File: src/rtl/hazard_pkg.sv
// ----------------------------------------------------------------------------
// hazard_pkg
// Shared types and default constants for the hazard scoreboard.
//   - NREG_DEF / DEPTH_DEF / LOAD_RDY_DEF / CNTW_DEF : default parameter values
//   - reg_idx_t   : register index, sized for the largest supported NREG (256)
//   - fwd_sel_t   : operand source select (0 = register file, s = stage s)
//   - stage_idx_t : shadow stage index (1..DEPTH, DEPTH <= 6)
//   - sb_entry_t  : one shadow pipeline entry {valid, dst, wreg, load}
// ----------------------------------------------------------------------------
package hazard_pkg;

    localparam int NREG_DEF     = 16;
    localparam int DEPTH_DEF    = 3;
    localparam int LOAD_RDY_DEF = 2;
    localparam int CNTW_DEF     = 32;

    // Widest register index and stage index the package types can carry.
    localparam int REGW_MAX = 8;
    localparam int SELW     = 3;

    typedef logic [REGW_MAX-1:0] reg_idx_t;
    typedef logic [SELW-1:0]     fwd_sel_t;
    typedef logic [SELW-1:0]     stage_idx_t;

    typedef struct packed {
        logic     valid;
        reg_idx_t dst;
        logic     wreg;
        logic     load;
    } sb_entry_t;

    // A source depends on an entry when it is really read and the entry holds
    // a live instruction that writes the same register.
    function automatic logic src_match(sb_entry_t e, logic use_src, reg_idx_t src);
        return use_src && e.valid && e.wreg && (e.dst == src);
    endfunction

endpackage

File: src/rtl/hazard_scoreboard_if.sv
// ----------------------------------------------------------------------------
// hazard_scoreboard_if
// Decode-side bundle between the pipeline control and the hazard scoreboard.
//   master (pipeline control) drives : id_valid, id_src1/2, id_use1/2, id_dst,
//                                      id_wreg, id_load, flush, mem_wait
//   slave  (scoreboard) drives       : stall, issue, fwd1/2, busy,
//                                      stall_cnt, flush_cnt
// ----------------------------------------------------------------------------
interface hazard_scoreboard_if
    import hazard_pkg::*;
#(
    parameter int NREG  = NREG_DEF,
    parameter int DEPTH = DEPTH_DEF,
    parameter int CNTW  = CNTW_DEF
);
    localparam int REGW = $clog2(NREG);
    localparam int FW   = $clog2(DEPTH + 1);

    logic            id_valid;
    logic [REGW-1:0] id_src1;
    logic [REGW-1:0] id_src2;
    logic            id_use1;
    logic            id_use2;
    logic [REGW-1:0] id_dst;
    logic            id_wreg;
    logic            id_load;
    logic            flush;
    logic            mem_wait;

    logic            stall;
    logic            issue;
    logic [FW-1:0]   fwd1;
    logic [FW-1:0]   fwd2;
    logic            busy;
    logic [CNTW-1:0] stall_cnt;
    logic [CNTW-1:0] flush_cnt;

    modport master (
        output id_valid, id_src1, id_src2, id_use1, id_use2,
               id_dst, id_wreg, id_load, flush, mem_wait,
        input  stall, issue, fwd1, fwd2, busy, stall_cnt, flush_cnt
    );

    modport slave (
        input  id_valid, id_src1, id_src2, id_use1, id_use2,
               id_dst, id_wreg, id_load, flush, mem_wait,
        output stall, issue, fwd1, fwd2, busy, stall_cnt, flush_cnt
    );

endinterface

File: src/rtl/hazard_scoreboard_stage.sv
// ----------------------------------------------------------------------------
// scoreboard_stage
// One shadow pipeline entry mirroring the instruction held in one back-end
// stage.
//   clk, rst : clock, synchronous active-high clear
//   en       : advance enable (low while the back end is frozen)
//   d        : entry arriving from the previous stage (or from decode)
//   q        : entry currently held
// ----------------------------------------------------------------------------
module scoreboard_stage
    import hazard_pkg::*;
(
    input  logic      clk,
    input  logic      rst,
    input  logic      en,
    input  sb_entry_t d,
    output sb_entry_t q
);

    always_ff @(posedge clk) begin
        if (rst) begin
            q <= '0;
        end else if (en) begin
            q <= d;
        end
    end

endmodule

File: src/rtl/hazard_scoreboard.sv
// ----------------------------------------------------------------------------
// hazard_scoreboard
// Tracks the destinations of instructions in flight after decode, selects
// forwarding sources for the decode operands and detects load-use hazards.
//   Parameters: NREG (registers), DEPTH (tracked stages, 2..6),
//               LOAD_RDY (first stage holding load data, 2..DEPTH),
//               CNTW (performance counter width)
//   clk  : sole clock
//   rst  : synchronous active-high reset
//   bus  : hazard_scoreboard_if.slave
//          in : id_valid, id_src1/2, id_use1/2, id_dst, id_wreg, id_load,
//               flush, mem_wait
//          out: stall, issue, fwd1/2, busy, stall_cnt, flush_cnt
// ----------------------------------------------------------------------------
module hazard_scoreboard
    import hazard_pkg::*;
#(
    parameter int NREG     = NREG_DEF,
    parameter int DEPTH    = DEPTH_DEF,
    parameter int LOAD_RDY = LOAD_RDY_DEF,
    parameter int CNTW     = CNTW_DEF
)(
    input  logic               clk,
    input  logic               rst,
    hazard_scoreboard_if.slave bus
);

    localparam int FW = $clog2(DEPTH + 1);

    sb_entry_t  ent  [1:DEPTH];
    sb_entry_t  d_in [1:DEPTH];

    stage_idx_t m1, m2;
    logic       ld1, ld2;
    logic       hz1, hz2;
    fwd_sel_t   sel1, sel2;
    logic       stall_w;
    logic       issue_w;
    logic       busy_w;

    logic [CNTW-1:0] stall_cnt_q;
    logic [CNTW-1:0] flush_cnt_q;

    // Youngest producer per source. Scanning from the oldest stage down lets
    // the lowest-numbered match overwrite older ones.
    always_comb begin
        m1  = '0;
        m2  = '0;
        ld1 = 1'b0;
        ld2 = 1'b0;
        for (int s = DEPTH; s >= 1; s--) begin
            if (src_match(ent[s], bus.id_use1, reg_idx_t'(bus.id_src1))) begin
                m1  = stage_idx_t'(s);
                ld1 = ent[s].load;
            end
            if (src_match(ent[s], bus.id_use2, reg_idx_t'(bus.id_src2))) begin
                m2  = stage_idx_t'(s);
                ld2 = ent[s].load;
            end
        end
    end

    // A load whose data is not yet at a stage output cannot be forwarded;
    // the operand select drops to 0 and decode must wait.
    always_comb begin
        hz1     = (m1 != '0) && ld1 && (m1 < stage_idx_t'(LOAD_RDY));
        hz2     = (m2 != '0) && ld2 && (m2 < stage_idx_t'(LOAD_RDY));
        sel1    = hz1 ? '0 : fwd_sel_t'(m1);
        sel2    = hz2 ? '0 : fwd_sel_t'(m2);
        // flush kills the decode slot anyway, so a hazard on it is moot.
        stall_w = bus.mem_wait || (bus.id_valid && (hz1 || hz2) && !bus.flush);
        issue_w = bus.id_valid && !stall_w && !bus.flush;
    end

    always_comb begin
        busy_w = 1'b0;
        for (int s = 1; s <= DEPTH; s++) begin
            busy_w = busy_w | ent[s].valid;
        end
    end

    // Shift network: decode feeds entry 1 (bubble unless issued), each entry
    // feeds the next, the last entry retires.
    always_comb begin
        d_in[1] = '{valid: issue_w,
                    dst:   reg_idx_t'(bus.id_dst),
                    wreg:  bus.id_wreg,
                    load:  bus.id_load};
        for (int s = 2; s <= DEPTH; s++) begin
            d_in[s] = ent[s-1];
        end
    end

    for (genvar g = 1; g <= DEPTH; g++) begin : g_stage
        scoreboard_stage u_stage (
            .clk (clk),
            .rst (rst),
            .en  (!bus.mem_wait),
            .d   (d_in[g]),
            .q   (ent[g])
        );
    end

    // Saturating event counters. A flush held during mem_wait is the same
    // jump waiting to complete, so it counts only once the back end moves.
    always_ff @(posedge clk) begin
        if (rst) begin
            stall_cnt_q <= '0;
            flush_cnt_q <= '0;
        end else begin
            if (stall_w && (stall_cnt_q != {CNTW{1'b1}})) begin
                stall_cnt_q <= stall_cnt_q + CNTW'(1);
            end
            if (bus.flush && !bus.mem_wait && (flush_cnt_q != {CNTW{1'b1}})) begin
                flush_cnt_q <= flush_cnt_q + CNTW'(1);
            end
        end
    end

    assign bus.stall     = stall_w;
    assign bus.issue     = issue_w;
    assign bus.fwd1      = sel1[FW-1:0];
    assign bus.fwd2      = sel2[FW-1:0];
    assign bus.busy      = busy_w;
    assign bus.stall_cnt = stall_cnt_q;
    assign bus.flush_cnt = flush_cnt_q;

endmodule

File: src/flat_wrapper.sv
// flat-port wrapper written by rule: the top's interface ports become plain ports
module hazard_scoreboard_flat import hazard_pkg::*;
#(
    parameter int NREG     = NREG_DEF,
    parameter int DEPTH    = DEPTH_DEF,
    parameter int LOAD_RDY = LOAD_RDY_DEF,
    parameter int CNTW     = CNTW_DEF
)
  (clk, rst, bus_id_valid, bus_id_src1, bus_id_src2, bus_id_use1, bus_id_use2, bus_id_dst, bus_id_wreg, bus_id_load, bus_flush, bus_mem_wait, bus_stall, bus_issue, bus_fwd1, bus_fwd2, bus_busy, bus_stall_cnt, bus_flush_cnt);
  hazard_scoreboard_if #(.NREG(NREG), .DEPTH(DEPTH), .CNTW(CNTW)) bus_i ();
  input  logic clk;
  input  logic rst;
  input wire logic [$bits(bus_i.id_valid)-1:0] bus_id_valid;
  input wire logic [$bits(bus_i.id_src1)-1:0] bus_id_src1;
  input wire logic [$bits(bus_i.id_src2)-1:0] bus_id_src2;
  input wire logic [$bits(bus_i.id_use1)-1:0] bus_id_use1;
  input wire logic [$bits(bus_i.id_use2)-1:0] bus_id_use2;
  input wire logic [$bits(bus_i.id_dst)-1:0] bus_id_dst;
  input wire logic [$bits(bus_i.id_wreg)-1:0] bus_id_wreg;
  input wire logic [$bits(bus_i.id_load)-1:0] bus_id_load;
  input wire logic [$bits(bus_i.flush)-1:0] bus_flush;
  input wire logic [$bits(bus_i.mem_wait)-1:0] bus_mem_wait;
  output wire logic [$bits(bus_i.stall)-1:0] bus_stall;
  output wire logic [$bits(bus_i.issue)-1:0] bus_issue;
  output wire logic [$bits(bus_i.fwd1)-1:0] bus_fwd1;
  output wire logic [$bits(bus_i.fwd2)-1:0] bus_fwd2;
  output wire logic [$bits(bus_i.busy)-1:0] bus_busy;
  output wire logic [$bits(bus_i.stall_cnt)-1:0] bus_stall_cnt;
  output wire logic [$bits(bus_i.flush_cnt)-1:0] bus_flush_cnt;
  assign bus_i.id_valid = bus_id_valid;
  assign bus_i.id_src1 = bus_id_src1;
  assign bus_i.id_src2 = bus_id_src2;
  assign bus_i.id_use1 = bus_id_use1;
  assign bus_i.id_use2 = bus_id_use2;
  assign bus_i.id_dst = bus_id_dst;
  assign bus_i.id_wreg = bus_id_wreg;
  assign bus_i.id_load = bus_id_load;
  assign bus_i.flush = bus_flush;
  assign bus_i.mem_wait = bus_mem_wait;
  assign bus_stall = bus_i.stall;
  assign bus_issue = bus_i.issue;
  assign bus_fwd1 = bus_i.fwd1;
  assign bus_fwd2 = bus_i.fwd2;
  assign bus_busy = bus_i.busy;
  assign bus_stall_cnt = bus_i.stall_cnt;
  assign bus_flush_cnt = bus_i.flush_cnt;
  hazard_scoreboard #(.NREG(NREG), .DEPTH(DEPTH), .LOAD_RDY(LOAD_RDY), .CNTW(CNTW)) u_core (.clk(clk), .rst(rst), .bus(bus_i));
endmodule
File: config.mk
export PLATFORM = sky130hd
export DESIGN_NAME = hazard_scoreboard_flat
export DESIGN_NICKNAME = d
export VERILOG_FILES = /design/src/rtl/hazard_pkg.sv /design/src/rtl/hazard_scoreboard_if.sv /design/src/rtl/hazard_scoreboard_stage.sv /design/src/rtl/hazard_scoreboard.sv /design/src/flat_wrapper.sv
export SDC_FILE = /design/constraint.sdc
export NUM_CORES = 1
export LEC_CHECK = 0
export ABC_AREA = 0
export ABC_CLOCK_PERIOD_IN_PS = 2330
export CAP_MARGIN = 5
export CORE_MARGIN = 3
export CORE_UTILIZATION = 51
export CTS_CLUSTER_SIZE = 24
export DETAILED_ROUTE_END_ITERATION = 10
export MAX_ROUTING_LAYER = met4
export PLACE_DENSITY = 0.89
export SLEW_MARGIN = 5
export SYNTH_ARGS = -nofsm -noshare
export SYNTH_HDL_FRONTEND = slang
export SYNTH_SLANG_ARGS = --single-unit
export TNS_END_PERCENT = 50
File: constraint.sdc
create_clock -name clk -period 2.33 [get_ports clk]
set_clock_uncertainty 0.05 [all_clocks]
set_input_delay 0.233 -clock clk [delete_from_list [all_inputs] [get_ports clk]]
set_output_delay 0.233 -clock clk [all_outputs]
set_load 0.1 [all_outputs]
* Yosys cells after proc, flatten, opt, wreduce, memory -nomap -nowiden *
Index checks and enable logic that the tools add are counted.

storage, ports and cells
  bits in registers = 85
  input bits = 21
  word-level logic and storage cells = 78

cells by class
  $add $sub $neg = 2
  order comparisons = 2
  equal/unequal tests = 8
  multiplexer cells = 14
  bitwise logic cells = 2
  reductions and logical operators = 36

operators with widths
  kind                                                                           number
  32-bit by 1-bit adder with 32-bit output (second input constant)               2
  32-bit inequality test (second input constant)                                 2
  1-bit logical AND                                                              29
  4-bit equality test                                                            6
  2-bit two-way mux                                                              6
  1-bit two-way mux                                                              6
  3-bit two-way mux                                                              2
  3-bit nonzero test                                                             2
  1-bit logical NOT                                                              3
  3-bit by 2-bit less-than comparator with 1-bit output (second input constant)  1
  1-bit logical OR                                                               2
  2-bit less-than comparator (second input constant)                             1
  1-bit bitwise OR                                                               2

* Longest topological paths before layout *
  depth after elaboration = 16
  gate-level depth with buffers = 8

* Cells and area by module *
A second synthesis with hierarchy kept.

second synthesis, totals
  cells, all modules = 527
  area total of the unflattened synthesis = 4,697.0 µm²

modules (own cells, without submodules)
  module             instances  cells an instance  area an instance (µm²)  seq. area each (µm²)
  hazard_scoreboard  1          422                3,537.1                 1,281.2
  scoreboard_stage   3          35                 386.6                   220.2

* Least setup slack after synthesis *
OpenSTA, ideal clock, no wires.

  path type = flip-flop to output port
  start = reg u_core.g_stage[2].u_stage.q[4] (netlist bit)
  end = out bus_fwd1[1]
  arrival time = 3.217 ns
  path slack = -1.170 ns
  cell stages (with the launch flop) = 4
  buffers on the path = 0
  path through = dfxtp_1 > xor2_1 > or4_1 > a21boi_0

on the way
  longest elaborated chain between the ends = 8
  elaborated cells on any way between the ends = 11

ends and longest elaborated chain
  element                                                                                                        RTL line                       text
  start: declaration                                                                                             hazard_scoreboard_stage.sv:17  output sb_entry_t q
  start signal: assignment                                                                                       hazard_scoreboard_stage.sv:22  q <= '0;
  start signal: assignment                                                                                       hazard_scoreboard_stage.sv:24  q <= d;
  4-bit equality test (*)                                                                                        hazard_pkg.sv:35               return use_src && e.valid && e.wreg && (e.dst == src);
  1-bit logical AND (*)                                                                                          hazard_pkg.sv:35
  parallel branches: the longest is 5 deep, another holds 3-bit by 2-bit less-than comparator with 1-bit output  -
  2-bit two-way mux (*)                                                                                          hazard_scoreboard.sv:68        sel1 = hz1 ? '0 : fwd_sel_t'(m1);
  end: declaration                                                                                               flat_wrapper.sv:25             output wire logic [$bits(bus_i.fwd1)-1:0] bus_fwd1;

Mark *: on every way between the ends.

* Worst setup path in the final report *
  start = in bus_flush
  end = out bus_issue

on the way
  longest elaborated chain between the ends = 6

ends and longest elaborated chain
  element                RTL line                                          text
  start: declaration     flat_wrapper.sv:21                                input wire logic [$bits(bus_i.flush)-1:0] bus_flush;
  1-bit logical NOT (*)  hazard_scoreboard.sv:71, hazard_scoreboard.sv:72
  1-bit logical AND      hazard_scoreboard.sv:71                           stall_w = bus.mem_wait || (bus.id_valid && (hz1 || hz2) && !bus.flush);
  1-bit logical OR       hazard_scoreboard.sv:71
  1-bit logical NOT      hazard_scoreboard.sv:72                           issue_w = bus.id_valid && !stall_w && !bus.flush;
  1-bit logical AND      hazard_scoreboard.sv:72
  1-bit logical AND (*)  hazard_scoreboard.sv:72
  end: declaration       flat_wrapper.sv:24                                output wire logic [$bits(bus_i.issue)-1:0] bus_issue;

Every way passes the cells marked *; elsewhere a longest branch is shown, timed or not.

==> impl_metrics.env <==
export IMPL_fin_setup_tns_ns=0
export IMPL_timing_final_ws_setup_ns=0.0416
export IMPL_dp_hpwl_um=8350
export IMPL_remaining_drc_errors=0
export IMPL_final_instance_count_excl_fill=723
export IMPL_sequentialPowerShare_pct=54.6
export IMPL_int_power_mw=1.94
export IMPL_number_of_unique_standard_cell_types_used_by_synthesis=46
export IMPL_post_place_cells=700
export IMPL_cts_root_buf="clkbuf_8"
export IMPL_holdPathStages=2
export IMPL_slew_limit_headroom_pct=51.8
export IMPL_htree_num_levels=3
export IMPL_layout_nets=639
export IMPL_global_route_wire_length_before_repair_um=19000
export IMPL_syn2layout_area_growth_pct=34.4
export IMPL_multi_input_comb_area_um2=2490
export IMPL_hold_path_class="in -> reg"
export IMPL_worst_setup_hold_path_clk_slew_ns=0.09
export IMPL_grt_antenna_before_repair=0
export IMPL_asyncSetResetFlopFracSynth_pct=0
export IMPL_synth_nets=526
export IMPL_timing_worst_slew_pin_value_ns=0.712
export IMPL_numClockSinks=83
export IMPL_hold_violations=0
export IMPL_critPathCaptureType="output pin"
export IMPL_floorplan_die_width_um=97.1
export IMPL_crit_path_max_fanout=4
export IMPL_antenna_cells_inserted=0
export IMPL_place_ws_ns=-0.0875
export IMPL_syn_area_um2=4230
export IMPL_fill_cells=567
export IMPL_p_leak_nw=2.21
export IMPL_initial_utilization_pct=53.6
export IMPL_final_antenna_net_count=0
export IMPL_design_die_area_um2=9420
export IMPL_setup_viol=0
export IMPL_max_freq_mhz=437
export IMPL_share_of_the_clock_period_used_by_the_worst_path_after_layout_pct=98.2
export IMPL_floorplan_io_pins=92
export IMPL_synth_top_cells_by_area="dfxtp_1 (39%), a21oi_1 (5.9%), or3_1 (5.8%), o21ai_0 (4.9%), mux2i_1 (4.3%)"
export IMPL_ys_ff_latch=83
export IMPL_dr_first_iter_drc_count=151
export IMPL_first_global_vias=4084
export IMPL_area_sequential_um2=1760
export IMPL_vias=4276
export IMPL_globalRouteTotalUtil_pct=24.4
export IMPL_port_buffer_count=91
export IMPL_drv_cap=0
export IMPL_required_ns=2.05
export IMPL_clkLatencyLatePin_ns=0.36
export IMPL_period_needed_ns=2.29
export IMPL_report_power_total_mw=2.66
export IMPL_timing_max_transition_violations_final=0
export IMPL_wire_per_inst_um=15.7
export IMPL_worst_setup_path_start_kind="input pin"
export IMPL_vias_per_cell=5.91
export IMPL_synthesis_instances=503
export IMPL_finalWeightedCongestion=0.937
export IMPL_worst_ir_drop_vdd_mv=0.433
export IMPL_detail_route_first_pass_iterations=5
export IMPL_synth_top_cells_by_count="dfxtp_1 (83), a21oi_1 (50), nor2_1 (45), o21ai_0 (41), or3_1 (39)"
export IMPL_sum_of_routed_wire_length_over_all_layers_um=11400
export IMPL_yosys_warnings=0
export IMPL_core_area_um2=7890
export IMPL_grt_max_degree=36
export IMPL_drive_above_1_share_pct=34.1
export IMPL_number_of_synthesized_flops_with_an_enable_pin=0
export IMPL_power_density_nw_per_um2=468
export IMPL_hold_buffers=0
export IMPL_tritoncts_num_buffers=9
export IMPL_final_core_util_pct=72.1
export IMPL_worst_ep_arrival_time_ns=2.01
export IMPL_predominant_post_synthesis_flop_cell="dfxtp_1"
export IMPL_die_y_um=97.1
export IMPL_cts_tree="done"
export IMPL_run_status="finished, final reports clean"
export IMPL_setup_repair_after_global_routing_missed_its_margin="yes"
export IMPL_power_combinational_fraction_pct=10.7
export IMPL_synth_largest_type_area_fraction_pct=39.3
export IMPL_synthMostInstantiatedCell="dfxtp_1"
export IMPL_synth_seq_area_share_pct=39.3
export IMPL_cts_root_to_sink_buffers=2
export IMPL_depth_of_the_worst_register_to_register_path=8
export IMPL_p_sw_share_pct=27.1
export IMPL_p_switching_mw=0.721
export IMPL_critical_path_class="in -> out"
export IMPL_grt_overflow_total=0
export IMPL_netlist_top_cell_by_area="dfxtp_1"
export IMPL_post_synth_cell_area_avg_um2=8.41
export IMPL_share_clk_of_total_power_pct=34.8
export IMPL_floorplan_rows=32
==> layer usage <==
layer | GRT usage [%] | part of all wire (%)
met1 | 28.5 | 41
met2 | 41.3 | 51
met3 | 6.32 | 5.6
met4 | 7.13 | 1.8
met5 | - | 0
==> final timing paths <==
kind                                  start                  endpoint  slack [ns]
min                                     rst  u_core.bus.stall_cnt[11]        0.28
max                               bus_flush                 bus_issue        0.04
min reg2reg        u_core.bus.flush_cnt[11]  u_core.bus.flush_cnt[11]        0.44
max reg2reg  u_core.g_stage[1].u_stage.q[2]  u_core.bus.stall_cnt[25]        0.12
==> power groups by stage <==
stage / logic (mW) / clock network, mW / registers, mW
2_1_floorplan: 0.121 / 0 / 1.51
3_3_place_gp: 0.257 / 0 / 1.48
3_5_place_dp: 0.265 / 0 / 1.48
4_1_cts: 0.282 / 0.935 / 1.45
5_1_grt: 0.301 / 1.00 / 1.45
6_report: 0.283 / 0.924 / 1.45
==> critical path, stage by stage <==
cell and delay, ns:
clkdlybuf4s50_1 0.52, inv_1 0.08, and3_1 0.21, a31oi_1 0.15
a21boi_4 0.26, buf_12 0.13, and3_1 0.22, buf_12 0.19
==> cells in the final DEF (no fill, tap or decap), types with 14 or more instances in the layout <==
master,n
a21oi_1,49
buf_4,97
clkdlybuf4s50_1,19
dfxtp_1,17
dfxtp_2,58
mux2i_1,18
nand2_1,25
nand3_1,23
nand4_1,23
nor2_1,45
o21ai_0,40
or3_1,39
xnor2_1,14
xor2_1,19
==> cell type report <==
cell class | instances | share of cell area [%]
inverter | 10 | 0.660
tap | 102 | 2.25
sequential | 83 | 31.0
multi-input combinational | 387 | 43.8
clock inverter | 6 | 0.726
clock buffer | 10 | 2.25
timing repair buffer | 125 | 19.3
==> through the flow <==
stage	hold slack [ns]	cell area, µm²
floorplan	0.327	4340
global placement	0.416	5400
detailed placement	0.426	5400
CTS	0.260	5660
global route	0.271	5680
finish	0.276	5680
==> cells by family after synthesis <==
| group | Yosys count | share of synthesized area [%] |
|---|---|---|
| xor gates and xnor gates | 34 | 7.04 |
| muxes | 23 | 5.59 |
| AOI/OAI and AO/OA | 108 | 14.3 |
| buffers and inverters | 33 | 3.14 |
| and+or+nand+nor | 220 | 30.1 |
| DFF | 83 | 39.3 |
| adders and majority gates | 2 | 0.591 |
==> sequential cells by signal (all words and copies together) (netlist names) <==
register and cells:
u_core.bus.flush_cnt 32, u_core.bus.stall_cnt 32, u_core.g_stage.u_stage.q 19
==> what timing repair did <==
action,4_1_cts,5_1_grt
pin swaps,3,3
cloned,1,0
endpoints found under the setup margin,3,14
gates resized for setup,7,6
setup buffers,6,0
Power figures use the tool's default switching activity.
==> variant 1, RTL diff (same flow settings) <==
The package constant `NREG_DEF` goes from 16 to 32.
--- a/src/rtl/hazard_pkg.sv
+++ b/src/rtl/hazard_pkg.sv
@@ -9,7 +9,7 @@
 // ----------------------------------------------------------------------------
 package hazard_pkg;
 
-    localparam int NREG_DEF     = 16;
+    localparam int NREG_DEF     = 32;
     localparam int DEPTH_DEF    = 3;
     localparam int LOAD_RDY_DEF = 2;
     localparam int CNTW_DEF     = 32;
Interface: changed (resized bus_id_dst, bus_id_src1 and bus_id_src2); port bits go from 92 to 95. The function was not compared with the original's and may differ.
==> variant 1 against the original RTL <==
Worst setup slack got worse by 0.041 ns; sequential cell count rose by 3; via count fell by 1.2%; wire length grew 3.3%; non-clock buffer count is 6 higher; register-to-register slack got worse by 0.11 ns; final area is 5.4% higher; critical path depth unchanged; area after synthesis is 5.1% higher; power is 13% higher; critical path type is now input pin to flop; largest power group unchanged.
==> variant 1: results (changes against the original RTL) <==
Place WS - -0.283 ns (-0.195 ns)
Share of post-route cells with drive strength above 1 - 0.332 (-0.00912)
Synthesized net count - 529 (+0.57%)
Status - complete, no violations
Proportion of synthesized area in mux cells - 0.0698 (+0.0139)
Crit path DAT - 2.53 ns (+0.52 ns)
Leak - 2.37 nW (+7.4%)
TritonRoute pass-1 iters - 4 (-1)
Xor and xnor area share after synthesis - 0.114 (+0.0438)
Syn Area/Cell - 8.84 sq um (+5.1%)
Sequential area share after synthesis - 0.387 (-0.00561)
Final non-filler cell total - 731 (+1.1%)
Setup crit end - u_core.bus.stall_cnt[23]$_SDFFE_PP0P_
Post-synth top cells - dfxtp_1, nor2_1, xor2_1
Setup Buffers After CTS - 4 (-2)
Area after DPL - 5640 sq um (+4.5%)
Routed len/inst - 16.1 um (+2.2%)
Post-synthesis adder-cell area fraction - 0.00563 (-0.000288)
Buffers on Ports - 94 (+3.3%)
Internal power - 2.24 mW (+16%)
Post-Place Cells - 708 (+1.1%)
R2r setup slk - 0.01 ns (-0.11 ns)
Synth area leaders - dfxtp_1, xor2_1, nor2_1
Post-CTS sizing - 9 (+2)
P_seq - 1.50 mW (+3%)
Hold WS - 0.284 ns (+0.00769 ns)
Complex-gate fraction of the synthesized area - 0.0974 (-0.0452)
Initial DRC Count - 206 (+36%)
First-pass GRT wire length - 19500 um (+2.9%)
Hold endpoint - u_core.g_stage[1].u_stage.q[0]$_SDFFE_PP0N_
Gpl congestion - 0.942 (+0.53%)
## variant 1: cell types whose count changed after synthesis, sizes merged, moves of 7 or more
cell / delta
a21oi: -23
nor2: +23
o21ai: -26
o31ai: +7
or3: -27
xnor2: +7
xor2: +17
## variant 1: area by class of cell
| type | instances | share of cell area |
|---|---|---|
| multi-input cells | 389 | 0.444 |
| clock inverters | 3 | 0.00773 |
| clock buffers | 13 | 0.0303 |
| inverters | 4 | 0.00292 |
| well taps | 105 | 0.0219 |
| repair buffers | 131 | 0.188 |
| flip-flops and latches | 86 | 0.305 |
## variant 1: routing by layer
layer | vias up | routed length [um] | share of wire | global-route usage
met5 | - | 0 | 0 | -
met4 | 0 | 189 | 0.016 | 0.0777
met3 | 21 | 653 | 0.056 | 0.0463
met2 | 134 | 5860 | 0.50 | 0.395
met1 | 2016 | 5040 | 0.43 | 0.318
li1 | 2054 | - | - | -
==> variant 2, RTL diff (same settings) <==
Made on the original files. Reset style: asynchronous (`rst`), changed in 2 clocked blocks. Comments in the files are not updated.
--- a/src/rtl/hazard_scoreboard_stage.sv
+++ b/src/rtl/hazard_scoreboard_stage.sv
@@ -17,7 +17,7 @@
     output sb_entry_t q
 );
 
-    always_ff @(posedge clk) begin
+    always_ff @(posedge clk or posedge rst) begin
         if (rst) begin
             q <= '0;
         end else if (en) begin
--- a/src/rtl/hazard_scoreboard.sv
+++ b/src/rtl/hazard_scoreboard.sv
@@ -103,7 +103,7 @@
 
     // Saturating event counters. A flush held during mem_wait is the same
     // jump waiting to complete, so it counts only once the back end moves.
-    always_ff @(posedge clk) begin
+    always_ff @(posedge clk or posedge rst) begin
         if (rst) begin
             stall_cnt_q <= '0;
             flush_cnt_q <= '0;
Formal check against the unedited RTL: differs if rst is asserted again (counterexample within 4 cycles, from zero or initial values and one cycle with rst high); with rst held inactive, the same outputs for 10 cycles.
==> variant 2 against the original RTL <==
Area after synthesis is 1.6% lower; critical endpoint is now bus_fwd2[0]; sequential cell count did not move; wire length decreased by 20%; worst setup slack better by 0.012 ns; cell count shrank 20%; non-clock buffer count shrank 24; final area is 4.2% lower; core utilization fell by 2.3 points.
Power is not compared: it rests on default switching activity, and its combinational part moved more than twofold at a synthesized area within 25%.
==> variant 2: results (changes against the original RTL) <==
Min-Delay Path Class - input pin to async pin
Gpl congestion - 0.965 (+3.0%)
Post-Syn Instances - 363 (-28%)
Share of post-route cells with drive strength above 1 - 0.304 (-0.0376)
Initial DRC Count - 124 (-18%)
Asr flop ratio synth - 1.00 (+1.00)
Reg-to-Reg End - u_core.bus.flush_cnt[1]$_DFFE_PP0P_
Sequential area share after synthesis - 0.499 (+0.106)
Area after DPL - 5200 sq um (-3.5%)
Synth area leaders - dfrtp_1, xnor2_1, xor2_1
Slew margin rel. - 0.630 (+0.112)
Setup crit end - bus_fwd2[0]
Slowest CP cell - or4_4
Post-synth top cells - dfrtp_1, xnor2_1, nand4_1
Netlist cell types - 42 (-8.7%)
Reg2reg path depth - 6 (-2)
Layout net count - 493 (-23%)
DP Wirelength - 6760 um (-19%)
Worst-skew pair later-pin latency - 0.34 ns (-0.02 ns)
Tcrit/Tclk final - 0.977 (-0.00519)
Total track usage - 0.214 (-0.0299)
Final wirelength - 9070 um (-20%)
Worst R2R Start - u_core.bus.flush_cnt[0]$_DFFE_PP0P_
Hold WS - 0.299 ns (+0.0222 ns)
TritonRoute pass-1 iters - 4 (-1)
CP Max Fanout - 3 (-1)
Largest net degree at the start of global routing - 84 (+130%)
Via/cell ratio - 5.42 (-8.4%)
Vias in the first global route - 3158 (-23%)
First-pass GRT wire length - 15100 um (-20%)
Status - complete, no violations
Crit path DAT - 1.99 ns (-0.02 ns)
Place WS - -0.0169 ns (+0.0706 ns)
Synthesized net count - 386 (-27%)
variant 2: layer usage:
layer,vias to the layer above,track usage,part of all wire
li1,1498,-,-
met1,1534,0.273,0.44
met2,78,0.347,0.51
met3,12,0.0352,0.039
met4,0,0.0736,0.010
met5,-,-,0
variant 2: cells by family (layout without fill, tap and decap cells):
kind of cell | after synthesis | count (layout) | synth area share
buf+inv | 11 | 122 | 0.0123
compound gates | 11 | 11 | 0.0273
fa+ha+maj | 2 | 2 | 0.00601
mux | 20 | 20 | 0.0541
xor+xnor | 86 | 86 | 0.181
simple gates | 150 | 150 | 0.221
flops | 83 | 83 | 0.499
variant 2: critical path, delay by kind of cell:
kind,cells,cell delay [ns]
simple gates,2,0.68
compound gates,1,0.19
buf+inv,2,0.66
xor+xnor,1,0.22
variant 2: area by class of cell:
type	count	share of cell area
Clock buffer	10	0.0253
Timing Repair Buffer	101	0.169
Inverter	6	0.00483
Tap cell	102	0.0234
Clock inverter	5	0.0142
Sequential cell	83	0.382
Multi-Input combinational cell	269	0.382
variant 2: report_power, final:
| part | leakage, nW | total, mW | internal [mW] | switching [mW] |
|---|---|---|---|---|
| Clock | 0.108 | 1.12 | 0.624 | 0.492 |
| Combinational | 1.24 | 1.45 | 0.384 | 1.07 |
| Sequential | 1.09 | 1.81 | 1.59 | 0.219 |
| Total | 2.44 | 4.38 | 2.60 | 1.78 |
variant 2: repair_timing:
action                                  in CTS  in global routing
buffers inserted                             0                  1
endpoints found under the setup margin       3                  3
hold buffers                                 0                  0
pin swaps                                    1                  3
gates resized for setup                      2                  2
cloned                                       0                  0
